==> config.mk <==
export PLATFORM = sky130hd
export DESIGN_NAME = decode_queue
export DESIGN_NICKNAME = d
export VERILOG_FILES = /design/src/rtl/decode_queue.sv
export SDC_FILE = /design/constraint.sdc
export NUM_CORES = 1
export LEC_CHECK = 0
export CORE_MARGIN = 1
export CORE_UTILIZATION = 50
export CTS_CLUSTER_DIAMETER = 200
export DETAILED_ROUTE_END_ITERATION = 12
export GPL_TIMING_DRIVEN = 0
export HOLD_SLACK_MARGIN = 0.03
export PLACE_DENSITY_LB_ADDON = 0.25
export RECOVER_POWER = 50
export REMOVE_ABC_BUFFERS = 1
export SLEW_MARGIN = 20
export SYNTH_ARGS = -nofsm -noshare
export SYNTH_HDL_FRONTEND = slang
export SYNTH_SLANG_ARGS = --single-unit
==> constraint.sdc <==
create_clock -name clk -period 9.85 [get_ports clk]
set_clock_uncertainty 0.05 [all_clocks]
set_input_delay 1.4775 -clock clk [delete_from_list [all_inputs] [get_ports clk]]
set_output_delay 1.4775 -clock clk [all_outputs]
set_load 0.02 [all_outputs]
==> src/rtl/decode_queue.sv <==
// ============================================================================
// Module   : decode_queue
// Purpose  : Circular instruction buffer between the fetch output register and
//            the multi-issue decoders. Accepts up to FETCH_W instructions per
//            cycle, presents up to ISSUE_W head entries per cycle, and never
//            presents a branch without its delay slot.
// Ports    : clk, reset (async, active-high), flush (sync clear)
//            in_valid/in_pc/in_instr/in_is_br/in_pred : fetch group
//            in_ready : room for a full fetch group (from registered count)
//            out_valid/out_pc/out_instr/out_pred/out_is_slot : head lanes
//            issue_cnt : lanes consumed this cycle (clamped to presented)
//            count : registered occupancy
// Revision : 1.0 - initial release
// ============================================================================
`default_nettype none

module decode_queue #(
    parameter int DEPTH   = 8,
    parameter int FETCH_W = 2,
    parameter int ISSUE_W = 2,
    parameter int CNT_W   = $clog2(DEPTH + 1)
) (
    input  logic                         clk,
    input  logic                         reset,
    input  logic                         flush,
    input  logic [FETCH_W-1:0]           in_valid,
    input  logic [FETCH_W*32-1:0]        in_pc,
    input  logic [FETCH_W*32-1:0]        in_instr,
    input  logic [FETCH_W-1:0]           in_is_br,
    input  logic [FETCH_W*33-1:0]        in_pred,
    output logic                         in_ready,
    output logic [ISSUE_W-1:0]           out_valid,
    output logic [ISSUE_W*32-1:0]        out_pc,
    output logic [ISSUE_W*32-1:0]        out_instr,
    output logic [ISSUE_W*33-1:0]        out_pred,
    output logic [ISSUE_W-1:0]           out_is_slot,
    input  logic [$clog2(ISSUE_W+1)-1:0] issue_cnt,
    output logic [CNT_W-1:0]             count
);

    localparam int PTR_W  = $clog2(DEPTH);
    localparam int ICNT_W = $clog2(ISSUE_W + 1);
    localparam int ENQ_W  = $clog2(FETCH_W + 1);

    localparam logic [CNT_W-1:0] c_DEPTH_CNT = CNT_W'(DEPTH);
    localparam logic [CNT_W-1:0] c_FETCH_CNT = CNT_W'(FETCH_W);

    // Payload storage (not reset; validity is tracked by r_count only)
    logic [31:0] r_pc_mem    [DEPTH];
    logic [31:0] r_instr_mem [DEPTH];
    logic        r_br_mem    [DEPTH];
    logic [32:0] r_pred_mem  [DEPTH];

    logic [PTR_W-1:0] r_head;
    logic [PTR_W-1:0] r_tail;
    logic [CNT_W-1:0] r_count;
    // Only meaningful when ISSUE_W == 1: last issued entry was a branch
    logic             r_prev_br;

    logic             w_enq;
    logic [PTR_W-1:0] w_off [FETCH_W];
    logic [ENQ_W-1:0] w_nenq;
    logic [ENQ_W-1:0] w_nenq_eff;

    logic [PTR_W-1:0]   w_idx [ISSUE_W];
    logic [ISSUE_W:0]   w_avail;
    logic [ISSUE_W-1:0] w_br;
    logic               w_run;
    logic               w_ok;
    logic               w_prev;
    logic [ICNT_W-1:0]  w_npres;
    logic [ICNT_W-1:0]  w_ndeq;

    // Readiness looks only at the registered count, so issue_cnt never
    // reaches in_ready combinationally.
    assign in_ready   = (c_DEPTH_CNT - r_count) >= c_FETCH_CNT;
    assign w_enq      = in_ready && !flush;
    assign w_nenq_eff = w_enq ? w_nenq : '0;
    assign count      = r_count;

    // Compact valid lanes: each valid lane lands at tail + (number of valid
    // lanes below it).
    always_comb begin
        w_nenq = '0;
        for (int l = 0; l < FETCH_W; l++) begin
            w_off[l] = r_tail + PTR_W'(w_nenq);
            w_nenq   = w_nenq + ENQ_W'(in_valid[l]);
        end
    end

    always_ff @(posedge clk) begin
        if (w_enq) begin
            for (int l = 0; l < FETCH_W; l++) begin
                if (in_valid[l]) begin
                    r_pc_mem[w_off[l]]    <= in_pc[l*32 +: 32];
                    r_instr_mem[w_off[l]] <= in_instr[l*32 +: 32];
                    r_br_mem[w_off[l]]    <= in_is_br[l];
                    r_pred_mem[w_off[l]]  <= in_pred[l*33 +: 33];
                end
            end
        end
    end

    // Presentation. w_run keeps out_valid a contiguous low-order mask: the
    // first lane that cannot be presented blocks every lane above it. A
    // branch needs its slot in the next lane, which must exist and be
    // occupied; with a single lane the pairing is tracked by r_prev_br.
    always_comb begin
        w_avail     = '0;
        out_valid   = '0;
        out_is_slot = '0;
        out_pc      = '0;
        out_instr   = '0;
        out_pred    = '0;
        w_npres     = '0;
        w_run       = 1'b1;
        w_ok        = 1'b0;
        w_prev      = (ISSUE_W == 1) ? r_prev_br : 1'b0;
        for (int i = 0; i <= ISSUE_W; i++) begin
            w_avail[i] = CNT_W'(i) < r_count;
        end
        for (int i = 0; i < ISSUE_W; i++) begin
            w_idx[i] = r_head + PTR_W'(i);
            w_br[i]  = r_br_mem[w_idx[i]];
        end
        for (int i = 0; i < ISSUE_W; i++) begin
            if (ISSUE_W == 1) begin
                w_ok = w_avail[i];
            end else begin
                w_ok = w_avail[i] &&
                       (!w_br[i] || ((i + 1 < ISSUE_W) && w_avail[i+1]));
            end
            w_run                  = w_run && w_ok;
            out_valid[i]           = w_run;
            out_is_slot[i]         = w_run && w_prev;
            w_prev                 = w_br[i];
            w_npres                = w_npres + ICNT_W'(w_run);
            out_pc[i*32 +: 32]     = r_pc_mem[w_idx[i]];
            out_instr[i*32 +: 32]  = r_instr_mem[w_idx[i]];
            out_pred[i*33 +: 33]   = r_pred_mem[w_idx[i]];
        end
    end

    // Over-consumption is illegal; clamp so state stays consistent anyway.
    assign w_ndeq = (issue_cnt > w_npres) ? w_npres : issue_cnt;

    always_ff @(posedge clk or posedge reset) begin
        if (reset) begin
            r_head    <= '0;
            r_tail    <= '0;
            r_count   <= '0;
            r_prev_br <= 1'b0;
        end else if (flush) begin
            r_head    <= '0;
            r_tail    <= '0;
            r_count   <= '0;
            r_prev_br <= 1'b0;
        end else begin
            r_head  <= r_head + PTR_W'(w_ndeq);
            r_tail  <= r_tail + PTR_W'(w_nenq_eff);
            r_count <= r_count + CNT_W'(w_nenq_eff) - CNT_W'(w_ndeq);
            if (w_ndeq != '0) begin
                r_prev_br <= (ISSUE_W == 1) ? w_br[0] : 1'b0;
            end
        end
    end

    always @(posedge clk) begin
        if (!reset && !flush) begin
            assert (issue_cnt <= w_npres)
            else $error("decode_queue: issue_cnt %0d exceeds presented lanes %0d",
                        issue_cnt, w_npres);
        end
    end

endmodule

`default_nettype wire
==> impl_metrics.csv <==
group,metric,value,unit
clock_tree,cts_tree,"built",
floorplanning,placementRows,110,
grt,busiest_layer,"met2",
grt,antenna_found_initial,18,
pwr,p_int,9200,uW
worst_hold_path,hp-start,"r_tail[0]",
pwr,power_density,250,nW/um^2
clock_tree,clockRootBuffer,"clkbuf_16",
grt,grt_use_met1,0.348,
yosys,ys_seq_elements,794,
yosys,seq_area_frac_synth,0.524,
routing,drtAntennaViolNets,0,
setup_path,timing.rr.start,"count[1]",
pwr,power_switching,4560,uW
grt,grt_pass1_wl,187000,um
yosys,synth_top_area_frac,0.518,
clock_tree,cts_made_buffers,87,
job,maxCapViolCount,31,
yosys,synthAdderAreaFrac,0.00617,
clock_tree,clk_latency,0.66,ns
grt,met3_usage,0.0528,
sta,setup_viol,0,
yosys,synthMuxAreaShare,0.439,
pwr,swShare,0.331,
pwr,power_frac_seq,0.310,
floorplanning,dieArea,92000,um^2
sta,worstMarginPinSlew,3.23,ns
floorplanning,dieWidth,303,um
floorplanning,initial_core_util,0.505,
final_layout,fin_util,0.612,
routing,drtPass1Iterations,6,
setup_path,crit_path_start_kind,"primary input",
yosys,synthCells,2467,
sta,holdWs,0.671,ns
final_layout,finalNonFillerCells,4143,
routing,routed_wl,128000,um
worst_hold_path,hold_class,"reg2reg",
floorplanning,coreArea,90000,um^2
sta,final_hold_viol_count,0,
yosys,ys_types,38,
sta,finalCritPeriodShare,0.810,
setup_path,crit_fanout,30,
pwr,power_frac_comb,0.455,
routing,via_count,27129,
grt,grt_pass1_vias,29136,
setup_path,worstSetupStartpoint,"in_valid[0]",
setup_path,cpPeakStageDelay,2.17,ns
setup_path,crit_required,10.19,ns
yosys,yosysTopAreaCell,"edfxtp_1",
pwr,vdd_drop_max,0.000168,V
sta,fin_setup_tns,0,ns
setup_path,crit_family,"buffers and inverters",
clock_tree,h-tree-depth,3,
routing,wl_per_cell,31.0,um
setup_path,cp_num_buf_inv,3,
setup_path,crit_path_end_kind,"register",
clock_tree,clock_sinks,794,
yosys,ys_warn_count,0,
grt,use_met2,0.486,
pwr,pwr-share-clk,0.235,
setup_path,cpMaxStageDelayCell,"clkbuf_1",
sta,max_clock_freq,125,MHz
sta,drv_slew,724,
place,port_buffers,404,
yosys,synth_compound_area_frac,0.00231,
status,violations,"capacitance limit, slew limit",
pwr,leakagePower,0.0177,uW
clock_tree,cts_setup_buffers,0,
yosys,async_flop_share,0.0126,
grt,track_usage,0.278,
floorplanning,ioPinCount,406,
yosys,synthXorXnorAreaFrac,0.00154,
grt,grt_overflow,0,
yosys,synth-simple-area-share,0.00653,
routing,vias_per_cell,6.55,
sta,maxSlewHeadroom,-1.18,
clock_tree,path_clk_slew,0.06,ns
status,status,"complete, but fails checks",
yosys,synth_top_flop_cell,"edfxtp_1",
place,dp_hpwl,86400,um
setup_path,path_cells,"dlygate4sd3_1 > ha_1 > ha_1 > xor2_1 > nor2_1 > nand3_1 > clkbuf_1 > clkbuf_1 > mux2_2",
place,finalWeightedCongestion,0.747,
yosys,synth.area.top_cells,"edfxtp_1, mux2_2, mux4_2",
sta,rsz0062_at_grt,"false",
final_layout,drive_gt1_frac,0.521,
routing,drc,0,
setup_path,worstPathArrival,8.32,ns
yosys,synth_edf_count,784,
yosys,synth_top_family_by_area,"multiplexers",
grt,grt_max_degree,46,
place,dp_cells,3979,
routing,drt_iter0_markers,2388,
clock_tree,ctsResizeCount,0,
floorplanning,die_y,303,um
clock_tree,ctsHoldBuffers,0,
yosys,avgSynthCellArea,18.4,um^2
clock_tree,cts_buffer_depth,3,
final_layout,area_delta_synth_final,21.2,%
sta,period_minus_slack,7.98,ns
setup_path,critPathKind,"in2reg",
final_layout,nets,3115,
yosys,netlist_area,45400,um^2
-- power by group through the flow --
stage | logic (uW) | registers, uW | clock network [uW]
6_report | 6260 | 4260 | 3240
2_1_floorplan | 4510 | 4630 | 0
4_1_cts | 6390 | 4260 | 3280
3_3_place_gp | 7050 | 4930 | 0
5_1_grt | 6570 | 4290 | 3410
3_5_place_dp | 6350 | 4330 | 0
-- synth_stat cells, types with 5 or more instances --
| master | count |
|---|---|
| mux2_4 | 16 |
| nor2_1 | 11 |
| o21ai_0 | 5 |
| mux2_2 | 929 |
| mux2_1 | 33 |
| buf_1 | 37 |
| nand2_1 | 8 |
| buf_6 | 9 |
| edfxtp_1 | 784 |
| mux4_2 | 391 |
| buf_2 | 43 |
| dfrtp_1 | 10 |
| buf_4 | 6 |
| clkbuf_1 | 102 |
| inv_1 | 17 |
| ha_1 | 16 |
| nor2b_1 | 6 |
-- through the flow --
stage                     cell area (um^2)  total power, uW  setup WS, ns
after floorplan                      44500             9140         -9.46
after global placement               50000            12000        -21.81
after detailed placement             53200            10700          4.12
after CTS                            56000            13900          3.54
after global routing                 55000            14300          1.70
final                                55000            13800          1.87
-- worst min-delay path: cells and delay by family (launching register included) --
kind	cells	cell delay, ns
and+or+nand+nor	1	0.13
adders and majority gates	1	0.16
DFF	1	0.40
-- path summary, 6_finish.rpt --
check | endpoint | slack, ns | cells after the start
worst max register to register | r_pred_mem[2][24] | 2.47 | 6
worst min-delay path | r_tail[0] | 0.67 | 2
worst min register to register | r_tail[0] | 0.67 | 2
max in group asynchronous | r_head[2] | 8.22 | 2
min in group asynchronous | count[1] | 1.20 | 2
worst max-delay path | r_instr_mem[1][27] | 1.87 | 9
-- cells in the final DEF, fill, tap and decap left out, types with 4 or more instances in the layout --
| master | Yosys | routed |
|---|---|---|
| buf_12 | 0 | 9 |
| buf_16 | 0 | 62 |
| buf_6 | 9 | 14 |
| buf_8 | 0 | 6 |
| bufinv_16 | 0 | 9 |
| clkbuf_1 | 102 | 52 |
| clkbuf_16 | 0 | 87 |
| clkdlybuf4s50_1 | 0 | 396 |
| clkinv_1 | 0 | 17 |
| clkinv_2 | 0 | 20 |
| dfrtp_1 | 10 | 7 |
| diode_2 | 0 | 6 |
| dlygate4sd3_1 | 0 | 8 |
| edfxtp_1 | 784 | 784 |
| fa_1 | 4 | 4 |
| ha_1 | 16 | 15 |
| inv_1 | 17 | 17 |
| inv_6 | 0 | 4 |
| mux2_1 | 33 | 49 |
| mux2_2 | 929 | 921 |
| mux2_4 | 16 | 8 |
| mux2i_1 | 4 | 4 |
| mux4_2 | 391 | 391 |
| nand2_1 | 8 | 8 |
| nand3_1 | 1 | 5 |
| nand4_1 | 2 | 4 |
| nor2_1 | 11 | 11 |
| nor2b_1 | 6 | 6 |
| o21ai_0 | 5 | 5 |
| o31ai_1 | 4 | 4 |
| xnor2_1 | 4 | 4 |
-- final cells by class --
class / count / area (um^2)
diodes: 6 / 15.0
clock buffers: 101 / 2230
clock inverters: 57 / 554
fillers: 6464 / 35000
inverters: 17 / 63.8
multi-input cells: 1459 / 20600
flip-flops and latches: 794 / 23800
well taps: 1176 / 1470
repair buffers: 533 / 6320
-- state kept, by name (all words and copies together), names as in the netlist --
register and cells:
r_br_mem 8, r_head 3, count 4, r_instr_mem 256
r_pred_mem 264, r_pc_mem 256, r_tail 3
-- layer usage --
layer  wire length (um)  part of all wire  vias up
li1                   -                 -    11265
met1              48500              0.38    14444
met2              66700              0.52     1158
met3               9420             0.073      238
met4               3480             0.027       24
met5                172            0.0013        -
-- logic make-up after synthesis --
| kind of cell | Yosys count |
|---|---|
| adder cells (fa/ha/maj) | 20 |
| multiplexers | 1373 |
| other | 1 |
| flip-flops | 794 |
| AO/OA/AOI/OAI | 15 |
| AND/OR/NAND/NOR | 42 |
| buffers and inverters | 214 |
| XOR/XNOR | 8 |
Power figures use the tool's default switching activity.
